File: config.mk
export PLATFORM = sky130hd
export DESIGN_NAME = cnn_layer_sequencer_flat
export DESIGN_NICKNAME = d
export VERILOG_FILES = /design/src/rtl/cnn_layer_sequencer_if.sv /design/src/rtl/cnn_layer_sequencer.sv /design/src/flat_wrapper.sv
export SDC_FILE = /design/constraint.sdc
export NUM_CORES = 1
export LEC_CHECK = 0
export CORE_MARGIN = 3
export CORE_UTILIZATION = 45
export DETAILED_ROUTE_END_ITERATION = 7
export PLACE_DENSITY = 0.73
export SETUP_SLACK_MARGIN = 0.5
export SLEW_MARGIN = 10
export SYNTH_ARGS = -nofsm -noshare
export SYNTH_HDL_FRONTEND = slang
export SYNTH_SLANG_ARGS = --single-unit
File: constraint.sdc
create_clock -name clk -period 3.1 [get_ports clk]
set_input_delay 0.62 -clock clk [delete_from_list [all_inputs] [get_ports clk]]
set_output_delay 0.62 -clock clk [all_outputs]
set_load 0.01 [all_outputs]
File: src/rtl/cnn_layer_sequencer_if.sv
// Control handshake bundle between the system/engine side and the CNN layer sequencer.
// The sequencer takes the slave modport; the system-level controller takes the master modport.
interface cnn_layer_sequencer_if #(
  parameter int LAYER_W = 2
);
  logic               start;
  logic               abort;
  logic               err_clear;
  logic               conv_done;
  logic               pool_done;
  logic               conv_start;
  logic               pool_start;
  logic [LAYER_W-1:0] layer_idx;
  logic               busy;
  logic               done;
  logic               timeout;

  modport master (
    output start, abort, err_clear, conv_done, pool_done,
    input  conv_start, pool_start, layer_idx, busy, done, timeout
  );

  modport slave (
    input  start, abort, err_clear, conv_done, pool_done,
    output conv_start, pool_start, layer_idx, busy, done, timeout
  );
endinterface

File: src/rtl/cnn_layer_sequencer.sv
// Steps the shared conv and pool engines through NUM_LAYERS layers with per-stage timeout.
// All outputs are registers or Moore decodes of the state register.
module cnn_layer_sequencer #(
  parameter int NUM_LAYERS     = 2,
  parameter int LAYER_W        = 2,
  parameter int TIMEOUT_CYCLES = 1000,
  parameter int TO_W           = 16
) (
  input  logic                  clk,
  input  logic                  rst_n,
  cnn_layer_sequencer_if.slave  bus
);

  typedef enum logic [2:0] {
    S_IDLE,
    S_CONV_ISSUE,
    S_CONV_WAIT,
    S_POOL_ISSUE,
    S_POOL_WAIT,
    S_FINISH,
    S_ERROR
  } state_e;

  localparam bit                 TO_EN      = (TIMEOUT_CYCLES != 0);
  localparam logic [TO_W-1:0]    TO_LAST    = (TIMEOUT_CYCLES > 0) ? TO_W'(TIMEOUT_CYCLES - 1) : '0;
  localparam logic [LAYER_W-1:0] LAYER_LAST = LAYER_W'(NUM_LAYERS - 1);

  state_e             state_q, state_d;
  logic [LAYER_W-1:0] layer_q, layer_d;
  logic [TO_W-1:0]    to_cnt_q, to_cnt_d;
  logic               timeout_q, timeout_d;
  logic               busy_w;
  logic               to_hit;

  assign busy_w = (state_q != S_IDLE) && (state_q != S_ERROR);
  assign to_hit = TO_EN && (to_cnt_q == TO_LAST);

  always_ff @(posedge clk or negedge rst_n) begin
    if (!rst_n) begin
      state_q   <= S_IDLE;
      layer_q   <= '0;
      to_cnt_q  <= '0;
      timeout_q <= 1'b0;
    end else begin
      state_q   <= state_d;
      layer_q   <= layer_d;
      to_cnt_q  <= to_cnt_d;
      timeout_q <= timeout_d;
    end
  end

  always_comb begin
    state_d   = state_q;
    layer_d   = layer_q;
    to_cnt_d  = to_cnt_q;
    timeout_d = timeout_q;
    // Abort beats every other event, including a coincident done or timeout expiry.
    if (busy_w && bus.abort) begin
      state_d = S_IDLE;
    end else begin
      case (state_q)
        S_IDLE: begin
          if (bus.start) begin
            state_d   = S_CONV_ISSUE;
            layer_d   = '0;
            timeout_d = 1'b0;
          end
        end
        S_CONV_ISSUE: begin
          state_d  = S_CONV_WAIT;
          to_cnt_d = '0;
        end
        S_CONV_WAIT: begin
          if (bus.conv_done) begin
            state_d = S_POOL_ISSUE;
          end else if (to_hit) begin
            state_d   = S_ERROR;
            timeout_d = 1'b1;
          end else if (TO_EN) begin
            to_cnt_d = to_cnt_q + TO_W'(1);
          end
        end
        S_POOL_ISSUE: begin
          state_d  = S_POOL_WAIT;
          to_cnt_d = '0;
        end
        S_POOL_WAIT: begin
          if (bus.pool_done) begin
            if (layer_q == LAYER_LAST) begin
              state_d = S_FINISH;
            end else begin
              state_d = S_CONV_ISSUE;
              layer_d = layer_q + LAYER_W'(1);
            end
          end else if (to_hit) begin
            state_d   = S_ERROR;
            timeout_d = 1'b1;
          end else if (TO_EN) begin
            to_cnt_d = to_cnt_q + TO_W'(1);
          end
        end
        S_FINISH: begin
          state_d = S_IDLE;
        end
        S_ERROR: begin
          if (bus.err_clear) state_d = S_IDLE;
        end
        default: begin
          state_d = S_IDLE;
        end
      endcase
    end
  end

  assign bus.conv_start = (state_q == S_CONV_ISSUE);
  assign bus.pool_start = (state_q == S_POOL_ISSUE);
  assign bus.done       = (state_q == S_FINISH);
  assign bus.busy       = busy_w;
  assign bus.layer_idx  = layer_q;
  assign bus.timeout    = timeout_q;

endmodule

File: src/flat_wrapper.sv
// flat-port wrapper written by rule: the top's interface ports become plain ports
module cnn_layer_sequencer_flat 
#(
  parameter int NUM_LAYERS     = 2,
  parameter int LAYER_W        = 2,
  parameter int TIMEOUT_CYCLES = 1000,
  parameter int TO_W           = 16
)
  (clk, rst_n, bus_start, bus_abort, bus_err_clear, bus_conv_done, bus_pool_done, bus_conv_start, bus_pool_start, bus_layer_idx, bus_busy, bus_done, bus_timeout);
  cnn_layer_sequencer_if #(.LAYER_W(LAYER_W)) bus_i ();
  input  logic clk;
  input  logic rst_n;
  input wire logic [$bits(bus_i.start)-1:0] bus_start;
  input wire logic [$bits(bus_i.abort)-1:0] bus_abort;
  input wire logic [$bits(bus_i.err_clear)-1:0] bus_err_clear;
  input wire logic [$bits(bus_i.conv_done)-1:0] bus_conv_done;
  input wire logic [$bits(bus_i.pool_done)-1:0] bus_pool_done;
  output wire logic [$bits(bus_i.conv_start)-1:0] bus_conv_start;
  output wire logic [$bits(bus_i.pool_start)-1:0] bus_pool_start;
  output wire logic [$bits(bus_i.layer_idx)-1:0] bus_layer_idx;
  output wire logic [$bits(bus_i.busy)-1:0] bus_busy;
  output wire logic [$bits(bus_i.done)-1:0] bus_done;
  output wire logic [$bits(bus_i.timeout)-1:0] bus_timeout;
  assign bus_i.start = bus_start;
  assign bus_i.abort = bus_abort;
  assign bus_i.err_clear = bus_err_clear;
  assign bus_i.conv_done = bus_conv_done;
  assign bus_i.pool_done = bus_pool_done;
  assign bus_conv_start = bus_i.conv_start;
  assign bus_pool_start = bus_i.pool_start;
  assign bus_layer_idx = bus_i.layer_idx;
  assign bus_busy = bus_i.busy;
  assign bus_done = bus_i.done;
  assign bus_timeout = bus_i.timeout;
  cnn_layer_sequencer #(.NUM_LAYERS(NUM_LAYERS), .LAYER_W(LAYER_W), .TIMEOUT_CYCLES(TIMEOUT_CYCLES), .TO_W(TO_W)) u_core (.clk(clk), .rst_n(rst_n), .bus(bus_i));
endmodule
## Word level (Yosys, flattened, before mapping)

Cells that the tools add are included.

- Bits in registers: 22
- Input port bits: 7
- Output and inout port bits: 7
- Word-level logic and storage cells: 56

- $add $sub $neg: 2
- Equality and inequality tests: 16
- Multiplexer cells: 21
- Bitwise operators: 1
- Reductions and logical operators: 12

Operator list:

| cell | number |
|---|---|
| $mux W16 | 3 |
| $pmux W16 S3 | 1 |
| $mux W3 | 7 |
| $pmux W3 S6 | 1 |
| $add A16 B1 Y16 const B | 1 |
| $eq A16 B10 Y1 const B | 1 |
| $ne A2 B2 Y1 const B | 5 |
| $reduce_and A5 Y1 | 2 |
| $eq A3 B3 Y1 const B | 3 |
| $reduce_bool A3 Y1 | 3 |
| $eq A3 B2 Y1 const B | 2 |
| $mux W2 | 3 |
| $ne A3 B2 Y1 const B | 2 |
| $mux W1 | 4 |
| $pmux W2 S2 | 1 |
| $reduce_and A4 Y1 | 1 |
| $eq A3 B1 Y1 const B | 1 |
| $logic_not A3 Y1 | 1 |
| $ne A3 B3 Y1 const B | 1 |
| $pmux W1 S3 | 1 |
| $add A2 B1 Y2 const B | 1 |
| $eq A2 B1 Y1 const B | 1 |
| $logic_and A1 B1 Y1 | 2 |
| $reduce_and A2 Y1 | 1 |
| other kinds (3) | 3 |

## Depth between registers and ports, before layout

- Depth in word-level cells: 5
- Mapped depth: 7

## Least setup slack after synthesis

No wires, ideal clock.

- Path kind: in2reg
- Start: input bus_abort
- End: register u_core.to_cnt_q[10]
- Library setup time: 0.132 ns
- Arrival time: 1.736 ns
- Data required time: 2.968 ns
- Setup slack: 1.232 ns
- Cell stages on the path: 6
- Path buffers: 2
- Cells stage by stage: buf_2 or2_1 a21oi_1 o311a_1 clkbuf_1 nor2_1

- Cells in the longest elaborated chain, start to end: 3

Ends and longest elaborated chain:

| item | RTL line | source |
|---|---|---|
| start, declared | flat_wrapper.sv:14 | `input wire logic [$bits(bus_i.abort)-1:0] bus_abort;` |
| $logic_and A1 B1 Y1 | cnn_layer_sequencer.sv:58 | `if (busy_w && bus.abort) begin` |
| $not A1 Y1 (no line) | -- |  |
| $reduce_and A4 Y1 (no line) | -- |  |
| end signal, assigned | cnn_layer_sequencer.sv:47 | `to_cnt_q <= to_cnt_d;` |
| end, declared | cnn_layer_sequencer.sv:30 | `logic [TO_W-1:0] to_cnt_q, to_cnt_d;` |

Every way passes these cells.
A chain may end at the register's enable or synchronous reset.

## Worst setup path after layout

- Start: register u_core.state_q[1]
- End: output bus_conv_start

- Cells in the longest elaborated chain, start to end: 1

Ends and longest elaborated chain:

| item | RTL line | source |
|---|---|---|
| start, declared | cnn_layer_sequencer.sv:28 | `state_e state_q, state_d;` |
| start signal, assigned | cnn_layer_sequencer.sv:45 | `state_q <= state_d;` |
| $eq A3 B1 Y1 | cnn_layer_sequencer.sv:115 | `assign bus.conv_start = (state_q == S_CONV_ISSUE);` |
| end, declared | flat_wrapper.sv:18 | `output wire logic [$bits(bus_i.conv_start)-1:0] bus_conv_start;` |

Every way passes these cells.

==> flow_metrics.env <==
export IMPL_outcome="completed"
export IMPL_period_share=0.7798
export IMPL_synth_area_leaders="dfrtp_1 (38%), nor2_1 (5.2%), a21oi_1 (3.1%)"
export IMPL_ys_warn_count=0
export IMPL_ios=14
export IMPL_wire_per_inst_um=15.39
export IMPL_synth_common_cells="dfrtp_1 (22), nor2_1 (20), nand2_1 (10), a21oi_1 (9), nand3_1 (8)"
export IMPL_power_mw=0.9158
export IMPL_die_h_um=62.84
export IMPL_antenna_found_initial=0
export IMPL_path_buf_inv=2
export IMPL_fin_nets=184
export IMPL_finalHoldViolations=0
export IMPL_async_flop_share=1.000
export IMPL_whs_ns=0.5056
export IMPL_grt_ovfl_total=0
export IMPL_numCtsBuffers=3
export IMPL_synth_largest_area_cell="dfrtp_1"
export IMPL_grt_max_degree=23
export IMPL_synth_seq_area_share=0.3787
export IMPL_maxSlewViolCount=0
export IMPL_drive_gt1_frac=0.1034
export IMPL_ctsHoldBuffers=0
export IMPL_first_pass_iters=4
export IMPL_end_kind="output pin"
export IMPL_multi_input_area_um2=849.6
export IMPL_cp_required_ns=2.48
export IMPL_globalplace_congestion=0.8595
export IMPL_post_route_min_period_ns=2.417
export IMPL_path_max_fanout=16
export IMPL_synth_seq_cells=22
export IMPL_clkTransAtPathRegs_ns=0.13
export IMPL_clock_root_buffer="clkbuf_4"
export IMPL_portBuffers=13
export IMPL_post_route_drc_count=0
export IMPL_grt_pass1_vias=1293
export IMPL_finalWirelength_um=3354
export IMPL_syn_area_mm2=0.001454
export IMPL_path_class="flop to output pin"
export IMPL_postPlaceCellArea_mm2=0.001617
export IMPL_cts_buffer_depth=2
export IMPL_synth_avg_cell_area_um2=8.975
export IMPL_vias=1279
export IMPL_synth_flop_cell="dfrtp_1"
export IMPL_worst_ep_arrival_time_ns=1.80
export IMPL_die_x_um=62.84
export IMPL_clock_sinks=22
export IMPL_finalSetupViolCount=0
export IMPL_crit_chain="inv_1, and3_1, clkdlybuf4s50_1"
export IMPL_tritoncts="built"
export IMPL_insertion_delay_ns=0.31
export IMPL_grt_total_usage=0.1838
export IMPL_grt_pass1_wl_um=5940
export IMPL_synth_edf_count=0
export IMPL_final_core_util=0.5378
export IMPL_fmax_mhz=413.7
export IMPL_synth_top_area_frac=0.3787
export IMPL_cp_slowest_cell="dfrtp_2"
export IMPL_via_per_inst=5.867
export IMPL_slew_headroom=0.6031
export IMPL_rows=20
export IMPL_syn_nets=171
export IMPL_seqCellArea_um2=553.0
export IMPL_min_path_type="flop to flop"
export IMPL_diodes=0
export IMPL_rsz0062_at_grt="no"
export IMPL_p_leak_nw=0.6754
export IMPL_fin_tns_setup_ns=0
export IMPL_syn_inst=162
export IMPL_design_die_area_mm2=0.003949
export IMPL_tightest_slew_ns=0.5948
export IMPL_drt_iter0_drc=59
export IMPL_yosysMostFrequentCell="dfrtp_1"
export IMPL_synthToLayoutAreaGrowth_pct=13.86
export IMPL_hpwlAfterDp_um=2471
export IMPL_coreArea_mm2=0.003078
export IMPL_post_cts_buffers=0
export IMPL_ir_worst_vdd_v=0.0002523
export IMPL_max_stage_delay_ns=0.54
export IMPL_pwr_density_cell_mw_per_mm2=553.2
export IMPL_cp_top_family="buffers and inverters"
export IMPL_fin_skew_ns=0.001550
export IMPL_startpoint_type="flop"
export IMPL_cap_violations=0
export IMPL_antenna_left=0
export IMPL_design_area_mm2=0.001655
export IMPL_fill_cells=290
export IMPL_start_util=0.4724
export IMPL_ys_types=56
export IMPL_ctsHtreeMaxLevel=1
-- stage by stage --
step / setup slack (ns) / std cells
6_report: 0.6828 / 218
5_1_grt: 0.5892 / 218
4_1_cts: 0.5570 / 218
3_5_place_dp: 0.4898 / 214
3_3_place_gp: 0.5663 / 214
2_1_floorplan: 1.232 / 162
-- logic make-up after synthesis --
family / Yosys count / share of synthesized area
simple gates: 78 / 0.3029
xor+xnor: 10 / 0.06024
compound gates: 37 / 0.1893
mux: 2 / 0.01463
buf+inv: 11 / 0.03700
fa+ha+maj: 2 / 0.01721
flops: 22 / 0.3787
-- registers in the layout, indices dropped and copies added (netlist names) --
signal                flops
u_core.bus.layer_idx      2
u_core.to_cnt_q          16
u_core.bus.timeout        1
u_core.state_q            3
-- area by class of cell --
cell class	instances	share of cell area
clock buffer	4	0.02192
inverter	4	0.009826
multi-input combinational	129	0.5132
sequential	22	0.3341
tap	44	0.03326
timing repair buffer	15	0.08768
-- power by group --
part	switching (mW)	internal [mW]
clock network	0.0916	0.0718
registers	0.0653	0.316
logic	0.205	0.166
total	0.361	0.554
-- metal layers --
metal	GRT usage	part of all wire	vias to the layer above
met5	0	0	-
met2	0.3356	0.51	28
li1	-	-	614
met1	0.2235	0.45	633
met3	0.02518	0.033	4
met4	0.05234	0.0078	0
-- layout by cell type, fill, tap and decap left out, types with 2 or more instances in the layout --
cell and instances:
dfrtp_2 2, o21ai_0 5, a21o_1 2, ha_1 2
nand3b_1 2, nor3_1 3, a21oi_1 9, buf_4 2
nand2b_1 7, dfrtp_1 20, clkbuf_4 3, and2_1 2
nand4_1 4, and3_1 2, nand3_1 8, nand2_1 10
xnor2_1 5, xor2_1 5, and4_4 2, nor2_1 20
or3_1 2, o22ai_1 2, clkdlybuf4s50_1 13, o41ai_1 2
inv_1 3, nor2b_1 3, or3b_1 2, o31ai_1 2
-- worst register-to-register path, stage by stage, from the launching register on --
cell	delay [ns]
dfrtp_2	0.54
nor2_1	0.30
nand2_2	0.16
a2111oi_4	0.38
or3b_1	0.39
a21oi_1	0.15
-- path summary, 6_finish.rpt --
path,startpoint,endpoint,slack [ns],cells after the start
worst max-delay path,u_core.state_q[1]$_DFFE_PN0P_,bus_conv_start,0.68,3
worst min-delay path,u_core.bus.timeout$_DFFE_PN0P_,u_core.bus.timeout$_DFFE_PN0P_,0.51,2
worst max register to register,u_core.state_q[1]$_DFFE_PN0P_,u_core.to_cnt_q[15]$_DFFE_PN0P_,1.12,5
worst min register to register,u_core.bus.timeout$_DFFE_PN0P_,u_core.bus.timeout$_DFFE_PN0P_,0.51,2
max in group asynchronous,rst_n,u_core.state_q[1]$_DFFE_PN0P_,2.21,2
min in group asynchronous,rst_n,u_core.state_q[0]$_DFFE_PN0P_,0.64,2
-- what timing repair did --
item,in CTS,in global routing
endpoints found under the hold margin,0,0
gates resized for setup,0,2
endpoints found under the setup margin,0,3
Power figures use the tool's default switching activity.
